File: config.mk
export PLATFORM = sky130hd
export DESIGN_NAME = vga_pixel_fetch_flat
export DESIGN_NICKNAME = d
export VERILOG_FILES = /design/src/rtl/vga_pixel_fetch_if.sv /design/src/rtl/vga_pixel_fetch.sv /design/src/flat_wrapper.sv
export SDC_FILE = /design/constraint.sdc
export NUM_CORES = 1
export LEC_CHECK = 0
export BUFFER_PORTS_ARGS = -buffer_cell sky130_fd_sc_hd__buf_4
export CORE_MARGIN = 1
export CORE_UTILIZATION = 45
export CTS_CLUSTER_DIAMETER = 50
export DETAILED_ROUTE_END_ITERATION = 8
export GPL_ROUTABILITY_DRIVEN = 0
export PLACE_DENSITY = 0.69
export SLEW_MARGIN = 10
export SYNTH_ARGS = -nofsm -noshare
export SYNTH_HDL_FRONTEND = slang
export SYNTH_SLANG_ARGS = --single-unit
File: constraint.sdc
create_clock -name clock -period 5.91 [get_ports clock]
set_clock_uncertainty 0.15 [all_clocks]
set_input_delay 1.182 -clock clock [delete_from_list [all_inputs] [get_ports clock]]
set_output_delay 1.182 -clock clock [all_outputs]
set_load 0.02 [all_outputs]
File: src/rtl/vga_pixel_fetch_if.sv
// Signal bundle between the VGA writer, the pixel fetch stage and the ZBT read arbiter.
// The master modport is the fetch stage. The slave modport is the writer/arbiter side.
interface vga_pixel_fetch_if #(
   parameter int unsigned ADDR_W = 19
) ();
   logic              vga_flag;
   logic [10:0]       clocked_hcount;
   logic [9:0]        clocked_vcount;
   logic [35:0]       vga_pixel;
   logic              done_vga;
   logic              mem_req;
   logic [ADDR_W-1:0] mem_addr;
   logic              mem_gnt;
   logic [35:0]       mem_rdata;

   modport master (
      input  vga_flag, clocked_hcount, clocked_vcount, mem_gnt, mem_rdata,
      output vga_pixel, done_vga, mem_req, mem_addr
   );

   modport slave (
      output vga_flag, clocked_hcount, clocked_vcount, mem_gnt, mem_rdata,
      input  vga_pixel, done_vga, mem_req, mem_addr
   );
endinterface

File: src/rtl/vga_pixel_fetch.sv
// Fetches one 36-bit word (two YCrCb pixels) per VGA writer request from ZBT memory.
// It also owns display double-buffer selection.
module vga_pixel_fetch #(
   parameter int unsigned       ADDR_W     = 19,
   parameter int unsigned       RD_LAT     = 2,
   parameter int unsigned       LINE_WORDS = 320,
   parameter logic [ADDR_W-1:0] BUF1_BASE  = ADDR_W'('h40000),
   parameter int unsigned       H_ACTIVE   = 640,
   parameter int unsigned       V_ACTIVE   = 480
) (
   input  logic              clock,
   input  logic              reset,
   input  logic              frame_flag,
   vga_pixel_fetch_if.master bus,
   output logic              disp_buf,
   output logic              overrun
);

   localparam int unsigned      CNT_W    = (RD_LAT > 1) ? $clog2(RD_LAT) : 1;
   localparam logic [CNT_W-1:0] CNT_LOAD = CNT_W'(RD_LAT - 1);
   localparam logic [10:0]      H_LIM    = 11'(H_ACTIVE);
   localparam logic [9:0]       V_LIM    = 10'(V_ACTIVE);

   typedef enum logic [2:0] {StIdle, StCalc, StReq, StWait, StBlank} state_e;

   state_e            r_state, w_state_next;
   logic              r_flag_dly;
   logic [10:0]       r_h;
   logic [9:0]        r_v;
   logic [CNT_W-1:0]  r_cnt;
   logic [35:0]       r_pixel;
   logic              r_done;
   logic              r_mem_req;
   logic [ADDR_W-1:0] r_addr;
   logic              r_disp_buf;
   logic              r_pend_swap;
   logic              r_overrun;

   logic              w_edge, w_accept, w_blank, w_pend, w_swap;
   logic [ADDR_W-1:0] w_base, w_addr;

   always_comb begin
      w_edge   = bus.vga_flag & ~r_flag_dly;
      w_accept = w_edge & (r_state == StIdle);
      w_blank  = (r_h >= H_LIM) | (r_v >= V_LIM);
      w_pend   = r_pend_swap | frame_flag;
      // Swap only in a quiet idle cycle so a fetch never straddles two buffers
      w_swap   = (r_state == StIdle) & ~w_accept & w_pend;
      w_base   = r_disp_buf ? BUF1_BASE : '0;
      w_addr   = w_base + ADDR_W'(r_v) * ADDR_W'(LINE_WORDS) + ADDR_W'(r_h[10:1]);
   end

   always_comb begin
      w_state_next = r_state;
      unique case (r_state)
         StIdle:  if (w_accept) w_state_next = StCalc;
         StCalc:  w_state_next = w_blank ? StBlank : StReq;
         StReq:   if (bus.mem_gnt) w_state_next = StWait;
         StWait:  if (r_cnt == '0) w_state_next = StIdle;
         StBlank: w_state_next = StIdle;
         default: w_state_next = StIdle;
      endcase
   end

   always_ff @(posedge clock) begin
      if (!reset) r_state <= StIdle;
      else        r_state <= w_state_next;
   end

   always_ff @(posedge clock) begin
      if (!reset) begin
         r_flag_dly  <= 1'b0;
         r_h         <= '0;
         r_v         <= '0;
         r_cnt       <= '0;
         r_pixel     <= '0;
         r_done      <= 1'b0;
         r_mem_req   <= 1'b0;
         r_addr      <= '0;
         r_disp_buf  <= 1'b0;
         r_pend_swap <= 1'b0;
         r_overrun   <= 1'b0;
      end else begin
         r_flag_dly <= bus.vga_flag;
         r_done     <= 1'b0;
         if (w_accept) begin
            r_h <= bus.clocked_hcount;
            r_v <= bus.clocked_vcount;
         end
         if (w_edge && (r_state != StIdle)) r_overrun <= 1'b1;
         if (w_swap) begin
            r_disp_buf  <= ~r_disp_buf;
            r_pend_swap <= 1'b0;
         end else begin
            r_pend_swap <= w_pend;
         end
         case (r_state)
            StCalc: begin
               r_addr    <= w_addr;
               r_mem_req <= ~w_blank;
            end
            StReq: begin
               if (bus.mem_gnt) begin
                  r_mem_req <= 1'b0;
                  r_cnt     <= CNT_LOAD;
               end
            end
            StWait: begin
               if (r_cnt == '0) begin
                  r_pixel <= bus.mem_rdata;
                  r_done  <= 1'b1;
               end else begin
                  r_cnt <= r_cnt - CNT_W'(1);
               end
            end
            StBlank: begin
               r_pixel <= '0;
               r_done  <= 1'b1;
            end
            default: ;
         endcase
      end
   end

   assign bus.vga_pixel = r_pixel;
   assign bus.done_vga  = r_done;
   assign bus.mem_req   = r_mem_req;
   assign bus.mem_addr  = r_addr;
   assign disp_buf      = r_disp_buf;
   assign overrun       = r_overrun;

endmodule

File: src/flat_wrapper.sv
// flat-port wrapper written by rule: the top's interface ports become plain ports
module vga_pixel_fetch_flat 
#(
   parameter int unsigned       ADDR_W     = 19,
   parameter int unsigned       RD_LAT     = 2,
   parameter int unsigned       LINE_WORDS = 320,
   parameter logic [ADDR_W-1:0] BUF1_BASE  = ADDR_W'('h40000),
   parameter int unsigned       H_ACTIVE   = 640,
   parameter int unsigned       V_ACTIVE   = 480
)
  (clock, reset, frame_flag, disp_buf, overrun, bus_vga_flag, bus_clocked_hcount, bus_clocked_vcount, bus_mem_gnt, bus_mem_rdata, bus_vga_pixel, bus_done_vga, bus_mem_req, bus_mem_addr);
  vga_pixel_fetch_if #(.ADDR_W(ADDR_W)) bus_i ();
  input  logic clock;
  input  logic reset;
  input  logic frame_flag;
  output logic disp_buf;
  output logic overrun;
  input wire logic [$bits(bus_i.vga_flag)-1:0] bus_vga_flag;
  input wire logic [$bits(bus_i.clocked_hcount)-1:0] bus_clocked_hcount;
  input wire logic [$bits(bus_i.clocked_vcount)-1:0] bus_clocked_vcount;
  input wire logic [$bits(bus_i.mem_gnt)-1:0] bus_mem_gnt;
  input wire logic [$bits(bus_i.mem_rdata)-1:0] bus_mem_rdata;
  output wire logic [$bits(bus_i.vga_pixel)-1:0] bus_vga_pixel;
  output wire logic [$bits(bus_i.done_vga)-1:0] bus_done_vga;
  output wire logic [$bits(bus_i.mem_req)-1:0] bus_mem_req;
  output wire logic [$bits(bus_i.mem_addr)-1:0] bus_mem_addr;
  assign bus_i.vga_flag = bus_vga_flag;
  assign bus_i.clocked_hcount = bus_clocked_hcount;
  assign bus_i.clocked_vcount = bus_clocked_vcount;
  assign bus_i.mem_gnt = bus_mem_gnt;
  assign bus_i.mem_rdata = bus_mem_rdata;
  assign bus_vga_pixel = bus_i.vga_pixel;
  assign bus_done_vga = bus_i.done_vga;
  assign bus_mem_req = bus_i.mem_req;
  assign bus_mem_addr = bus_i.mem_addr;
  vga_pixel_fetch #(.ADDR_W(ADDR_W), .RD_LAT(RD_LAT), .LINE_WORDS(LINE_WORDS), .BUF1_BASE(BUF1_BASE), .H_ACTIVE(H_ACTIVE), .V_ACTIVE(V_ACTIVE)) u_core (.clock(clock), .reset(reset), .frame_flag(frame_flag), .bus(bus_i), .disp_buf(disp_buf), .overrun(overrun));
endmodule
## Yosys cells after proc, flatten, opt, wreduce, memory -nomap -nowiden

Index checks and enable logic that the tools add are counted.

| word-level totals | value |
|---|---|
| bits in registers | 86 |
| output and inout port bits | 59 |
| word-level logic and storage cells | 62 |

| operators by class | value |
|---|---|
| bitwise logic cells | 11 |
| mux-type cells | 15 |
| add/sub/neg operators | 3 |
| multipliers | 1 |
| $lt $le $gt $ge | 2 |
| equal/unequal tests | 7 |
| reductions and logical operators | 11 |

Operators with widths:

| kind | count |
|---|---|
| $pmux 36 s2 | 1 |
| $mux 36 | 1 |
| $add 19x10->19 | 1 |
| $add 19x19->19 | 1 |
| $mux 19 | 1 |
| $mul 10x3->13 const B | 1 |
| $mux 3 | 4 |
| $pmux 3 s4 | 1 |
| $ge 11x10->1 const B | 1 |
| $ge 10x9->1 const B | 1 |
| $eq 3x2->1 const B | 2 |
| $pmux 1 s2 | 3 |
| $reduce_and 2->1 | 3 |
| $reduce_bool 2->1 | 3 |
| $not 1->1 | 5 |
| $and 1x1->1 | 4 |
| $mux 1 | 4 |
| $ne 2x2->1 const B | 2 |
| $eq 3x1->1 const B | 1 |
| $eq 3x3->1 const B | 1 |
| $logic_not 3->1 | 1 |
| $reduce_and 3->1 | 1 |
| $reduce_bool 3->1 | 1 |
| $ne 2x1->1 const B | 1 |
| 4 further kinds | 5 |

## Logic depth before layout (Yosys ltp)

Gate-level depths: netlist (run 1).

| logic depth | value |
|---|---|
| depth in word-level cells | 7 |
| depth in mapped cells | 9 |
| mapped depth without buffers | 9 |

## Least setup slack after synthesis (run 1)

Ideal clock, no wire load.

| path | value |
|---|---|
| path kind | register to register |
| start point | register u_core.r_v[1] |
| end point | register u_core.r_addr[18] (netlist: u_core.bus.mem_addr[18]) |
| arrival | 2585 ps |
| buffers on the path | 0 |
| stages on the path, launching flop included | 10 |
| setup time | 79 ps |
| setup slack | 3096 ps |
| period minus slack after synthesis | 2814 ps |
| cells stage by stage | dfxtp_1 ha_1 ha_1 fa_1 a211oi_1 nor2_1 a2111oi_4 nand4_1 or3_1 o211ai_1 |

| between the ends | value |
|---|---|
| cells in the longest elaborated chain, start to end | 3 |

Ends and longest elaborated chain:

| what | line | text |
|---|---|---|
| start, declared | vga_pixel_fetch.sv:29 | `logic [9:0] r_v;` |
| start signal, assigned | vga_pixel_fetch.sv:88 | `r_v <= bus.clocked_vcount;` |
| $mul 10x3->13 | vga_pixel_fetch.sv:50 | `w_addr = w_base + ADDR_W'(r_v) * ADDR_W'(LINE_WORDS) + ADDR_W'(r_h[10:1]);` |
| $add 19x19->19 | vga_pixel_fetch.sv:50 |  |
| $add 19x10->19 | vga_pixel_fetch.sv:50 |  |
| end signal, assigned | vga_pixel_fetch.sv:99 | `r_addr <= w_addr;` |
| end, declared | vga_pixel_fetch.sv:34 | `logic [ADDR_W-1:0] r_addr;` |

No other way between the ends.
A chain may end at the register's enable or synchronous reset.

## Worst setup path in the final report (run 1)

Same ends and word-level chain as after synthesis.

==> metrics.csv, run 1 <==
stage,metric,value,unit
yosys,synthTopCellsByArea,"dfxtp_1 44%, nand2_1 14%, a21oi_1 9.7%, ha_1 6.5%, o21ai_0 2.2%",
clock_network,clkLatencyLatePin,360,ps
timing,finalSetupViolations,0,
power,switching_share,32.0,%
yosys,synth_mux_area_share,0,%
clock_network,cts-resized-gates,0,
yosys,ys.flop_type,dfxtp_1,
worst_setup_path,path_cells,ha_1 > ha_1 > fa_1 > a211oi_1 > nor2_1 > a2111oi_4 > nand4_1 > o311ai_0 > o211ai_1,
yosys,synthDistinctLibCells,47,
routing,ant_nets,0,
clock_network,holdBufCountCts,0,
placed_design,portBuffers,119,
yosys,postSynthAreaPerCell,8.01,um2
timing,relSlewSlack,19.2,%
timing,hold_violations,0,
floorplan,row_count,33,
worst_setup_path,cp_slowest_cell,fa_1,
worst_setup_path,crit_path_start_kind,register,
timing,maxSlewViolCount,0,
placed_design,detailed_place_hpwl,6750,um
yosys,yosysTopAreaCellShare,43.9,%
clock_network,htreeDepth,3,
worst_setup_path,critPathCaptureType,register,
power,total_leakage_power,2.08,nW
floorplan,core_area,8260,um2
power,pwr-share-comb,23.4,%
layout,syn_to_final_growth,30.1,%
power,powerDensity,272,nW/um2
power,pwr-share-clk,29.3,%
yosys,synth_nets,568,
yosys,syn-instance-count,484,
placed_design,postPlaceCellArea,4850,um2
global_routing,grt_max_degree,38,
routing,drcViolationCount,0,
routing,drtPass1Iterations,5,
clock_network,ctsRootBufferMaster,clkbuf_8,
clock_network,cts.sinks,85,
timing,period_minus_slack,3080,ps
power,total_power,1.37,mW
yosys,synth-adder-area-share,7.49,%
worst_setup_path,crit_arrival,3160,ps
power,p_sw,0.439,mW
clock_network,clkTransAtPathRegs,90,ps
floorplan,ioPinCount,121,
routing,wirelength,9230,um
yosys,yosysMostFrequentCell,nand2_1,
yosys,syn_area,3880,um2
outcome,status,"complete, no violations",
timing,hold_ws,308,ps
timing,worstMarginPinSlew,1210,ps
clock_network,cts_buffers,9,
yosys,synthSimpleGateAreaFrac,23.7,%
timing,rsz0062_at_grt,no,
worst_hold_path,hold_path.class,reg -> reg,
routing,num_vias,3572,
timing,fmax,325,MHz
layout,design_area,5040,um2
yosys,synth_common_cells,"141 x nand2_1, 85 x dfxtp_1, 75 x a21oi_1, 22 x clkbuf_1, 21 x nor2_1",
worst_setup_path,critPathRequiredTime,5990,ps
routing,drt_iter0_drc,82,
clock_network,clk_path_buf_depth,2,
yosys,synth_compound_area_share,18.9,%
yosys,yosysWarnings,0,
layout,final_nets,678,
yosys,synth_xor_area_share,2.71,%
routing,avgRoutedWirePerCell,13.1,um
global_routing,grt_usage,20.1,%
clock_network,cts_tree,built,
timing,fin_tns_setup,0,ps
layout,diodes,0,
yosys,ys_seq_area_share,43.9,%
floorplan,start_util,47.0,%
global_routing,grt_pass1_vias,3017,
power,p_int,0.932,mW
worst_setup_path,slowest_delay,420,ps
routing,vias_per_cell,5.07,
worst_setup_path,worstPathMaxFanout,4,
timing,period_share,52.1,%
yosys,async_flop_share,0,%
job,cap_violations,0,
floorplan,dieArea,8990,um2
global_routing,overflow,0,
power,vdd_ir_drop_max,141,uV
yosys,synth_top_family_by_area,simple AND/OR/NAND/NOR gates,
layout,utilization,61.1,%
global_routing,antenna_found_initial,0,
clock_network,post-cts-setup-buffers,0,
power,pwr-share-seq,47.3,%
yosys,synth-edff-count,0,
floorplan,die_h,94.8,um
floorplan,die_w,94.8,um
worst_setup_path,cpMostUsedCell,ha_1,
yosys,yosys.area.top_type,dfxtp_1,
worst_setup_path,path_class,reg -> reg,
layout,drive_gt1_share,25.2,%
yosys,ys_ff_latch,85,
global_routing,grt_first_pass_wirelength,14100,um
## worst max-delay path: cells and delay by family, from the launching register on
family	cells	cell delay, ps
AO/OA/AOI/OAI	4	1100
adder cells (fa/ha/maj)	3	910
AND/OR/NAND/NOR	2	390
flip-flops	1	410
## cells by family (layout without fill, tap and decap cells)
group	after synthesis	in the layout
XOR/XNOR	12	12
AND/OR/NAND/NOR	208	208
flip-flops	85	85
adder cells (fa/ha/maj)	22	22
buffers and inverters	34	149
AO/OA/AOI/OAI	123	123
## per-stage QoR
stage               std cells  setup WS, ps
floorplan                 484          3100
detailed placement        688          2840
global route              704          2690
global placement          688          2880
CTS                       704          2830
finish                    704          2830
## area by class of cell
cell class	instances	area, um2
Sequential cell	85	1700
Timing Repair Buffer	123	923
Clock inverter	5	42.5
Clock buffer	11	151
Tap cell	105	131
Inverter	10	37.5
Multi-Input combinational cell	365	2060
Fill cell	771	3210
## registers in the layout, indices dropped and copies added, names as in the netlist
name	flops
u_core.r_pend_swap	1
u_core.bus.mem_addr	19
u_core.r_v	10
u_core.r_h	10
u_core.bus.done_vga	1
u_core.bus.vga_pixel	36
u_core.disp_buf	1
u_core.overrun	1
u_core.r_cnt	1
u_core.bus.mem_req	1
u_core.r_state	3
u_core.r_flag_dly	1
## power groups by stage
| stage | Sequential (mW) | Clock [mW] | Combinational [mW] |
|---|---|---|---|
| after CTS | 0.648 | 0.409 | 0.323 |
| after global placement | 0.659 | 0 | 0.317 |
| after global routing | 0.654 | 0.439 | 0.356 |
| final | 0.648 | 0.402 | 0.321 |
| after detailed placement | 0.661 | 0 | 0.321 |
| after floorplan | 0.678 | 0 | 0.187 |
## worst paths after layout
kind,start,to,slack (ps),depth (start not counted)
max,u_core.r_v[1],u_core.bus.mem_addr[18],2830,9
min,u_core.bus.vga_pixel[23],u_core.bus.vga_pixel[23],310,2
max reg2reg,u_core.r_v[1],u_core.bus.mem_addr[18],2830,9
min reg2reg,u_core.bus.vga_pixel[23],u_core.bus.vga_pixel[23],310,2
## layout by cell type (no fill, tap or decap), types with 2 or more instances in the layout
cell type  instances
or3b_2             2
clkbuf_8          11
ha_1              20
or3_1              4
nand4_1            4
nor3b_1            4
o21ai_0           17
xor2_1             7
clkinv_4           2
xnor2_1            5
inv_1              9
buf_4            123
fa_1               2
a211oi_1          10
nand3_1            2
nand3b_1           2
a31oi_1            3
nand2b_1           3
a21oi_1           75
a21o_1             2
inv_6              2
nor2b_1            7
nand2_1          141
nor2_1            21
dfxtp_1           85
o21a_1             2
nor3_1             8
and2_1             3
## metal layers
layer  GRT usage (%)  part of all wire (%)  wire [um]
met4            6.06                  0.94         87
met2            31.2                    46       4220
met1            27.6                    48       4470
met5               0                     0          0
met3            4.91                   4.9        452
Note: power is estimated with default switching activity, not from simulation.
==> run 2, diff against run 1 <==
- clock period: 5.91 -> 3 ns (I/O delays scaled with it)
==> run 2 against run 1 <==
- core utilization rose by 1.1 points
- die area did not move
- maximum frequency rose by 7.7%
- sequential cell count did not move
- combinational power rose by 100%
- routed wire length rose by 1.6%
- sequential power rose by 96%
==> metrics.csv, run 2 (synthesized netlist as in run 1, its figures left out) <==
stage,metric,value,unit
power,pwr-share-clk,30.4,%
timing,maxSlewViolCount,0,
clock_network,cts.sinks,85,
worst_setup_path,cpLargestDelayFamily,adder cells,
timing,worstMarginPinSlew,741,ps
worst_setup_path,crit_path_start_kind,register,
worst_setup_path,path_class,reg -> reg,
placed_design,detailed_place_hpwl,6930,um
layout,syn_to_final_growth,32.4,%
routing,vias_per_cell,5.08,
floorplan,die_w,94.8,um
clock_network,cts_tree,built,
timing,hold_violations,0,
layout,diodes,0,
global_routing,overflow,0,
clock_network,clkTransAtPathRegs,90,ps
power,pwr-share-seq,45.9,%
clock_network,cts_buffers,9,
outcome,status,"complete, no violations",
worst_setup_path,worstPathMaxFanout,3,
job,cap_violations,0,
routing,num_vias,3609,
worst_setup_path,cp_num_buf_inv,0,
floorplan,start_util,47.0,%
global_routing,top_usage_layer,met2,
timing,finalSetupViolations,0,
layout,final_cell_mix,"141 x nand2_1, 130 x buf_4, 85 x dfxtp_1",
timing,rsz0062_at_grt,yes,
worst_setup_path,cp_slowest_cell,fa_2,
layout,fillers,738,
routing,ant_nets,0,
clock_network,ctsRootBufferMaster,clkbuf_8,
layout,seq_area,1700,um2
layout,utilization,62.2,%
timing,relSlewSlack,50.6,%
layout,final_nets,685,
floorplan,core_area,8260,um2
worst_setup_path,critPathCaptureType,register,
worst_setup_path,crit_arrival,3010,ps
global_routing,grt_pass1_vias,3097,
timing,period_minus_slack,2860,ps
floorplan,die_h,94.8,um
timing,fin_tns_setup,0,ps
clock_network,clk_path_buf_depth,2,
layout,multi_input_comb_area,2080,um2
power,powerDensity,540,nW/um2
layout,mostFrequentLayoutCell,nand2_1,
clock_network,holdBufCountCts,0,
floorplan,row_count,33,
global_routing,use_met2,32.1,%
global_routing,grt_max_degree,41,
global_routing,antenna_found_initial,0,
layout,largest_reg_flops,36,
clock_network,htreeDepth,3,
global_routing,grt_first_pass_wirelength,14400,um
routing,avgRoutedWirePerCell,13.2,um
worst_setup_path,cpMostUsedCell,ha_1,
power,total_leakage_power,2.12,nW
worst_hold_path,hold_path.class,reg -> reg,
timing,fmax,350,MHz
routing,drt_iter0_drc,150,
routing,drtPass1Iterations,4,
worst_setup_path,slowest_delay,580,ps
layout,drive_gt1_share,26.7,%
power,pwr-share-comb,23.7,%
clock_network,clkLatencyLatePin,360,ps
placed_design,portBuffers,119,
worst_setup_path,path_cells,ha_1 > ha_1 > fa_2 > nand2_2 > a2111oi_4 > nand4_1 > or3_1 > o211ai_1,
global_routing,grtUsageMet1,27.2,%
power,p_int,1.89,mW
floorplan,ioPinCount,121,
worst_setup_path,critPathRequiredTime,3140,ps
floorplan,dieArea,8990,um2
power,p_sw,0.882,mW
power,vdd_ir_drop_max,330,uV
power,switching_share,31.8,%
timing,period_share,95.4,%
timing,hold_ws,304,ps
routing,drcViolationCount,0,
global_routing,grt_use_met3,5.23,%
routing,wirelength,9380,um
global_routing,grt_usage,20.5,%
==> run 2: path summary, 6_finish.rpt <==
path | start | endpoint | slack, ps | depth (start not counted)
setup / recovery | u_core.r_v[3] | u_core.bus.mem_addr[18] | 140 | 8
hold / removal | u_core.r_h[2] | u_core.bus.mem_addr[1] | 300 | 2
setup reg to reg | u_core.r_v[3] | u_core.bus.mem_addr[18] | 140 | 8
hold reg to reg | u_core.r_h[2] | u_core.bus.mem_addr[1] | 300 | 2
==> run 2: final cells by class <==
class	instances	share of cell area, %
multi-input combinational	365	40.6
inverter	10	0.731
clock buffer	9	2.41
timing repair buffer	130	19.0
sequential	85	33.1
tap	105	2.56
clock inverter	7	1.56
==> run 2: timing repair <==
item	CTS	global route
pin swaps	0	2
resized for setup	1	5
setup buffers	0	0
endpoints found under the hold margin	0	0
gates cloned	0	0
setup endpoints to repair	1	3
==> run 2: worst register-to-register path: cells and delay by family (launching register included) <==
family | cells | cell delay (ps)
fa+ha+maj | 3 | 1050
simple gates | 3 | 660
compound gates | 2 | 520
flops | 1 | 400
==> run 2: metrics by stage <==
step	std cells	total power [mW]	cell area (um2)	setup WS, ps
2_1_floorplan	484	1.70	3880	186
3_3_place_gp	695	1.94	4900	45.8
3_5_place_dp	695	1.95	4900	-14.8
4_1_cts	711	2.79	5110	33.8
5_1_grt	711	2.92	5130	-11.9
6_report	711	2.77	5130	139
==> run 2: power by group through the flow <==
stage	combinational [mW]	clock, mW	sequential [mW]
floorplan	0.368	0	1.34
global placement	0.641	0	1.30
detailed placement	0.650	0	1.30
CTS	0.655	0.863	1.27
global route	0.733	0.906	1.28
finish	0.658	0.842	1.27
==> run 2: routing by layer <==
metal	up-vias	part of all wire (%)
li1	1877	-
met2	105	45
met1	1613	47
met3	14	6.2
met5	-	0
met4	0	1.4
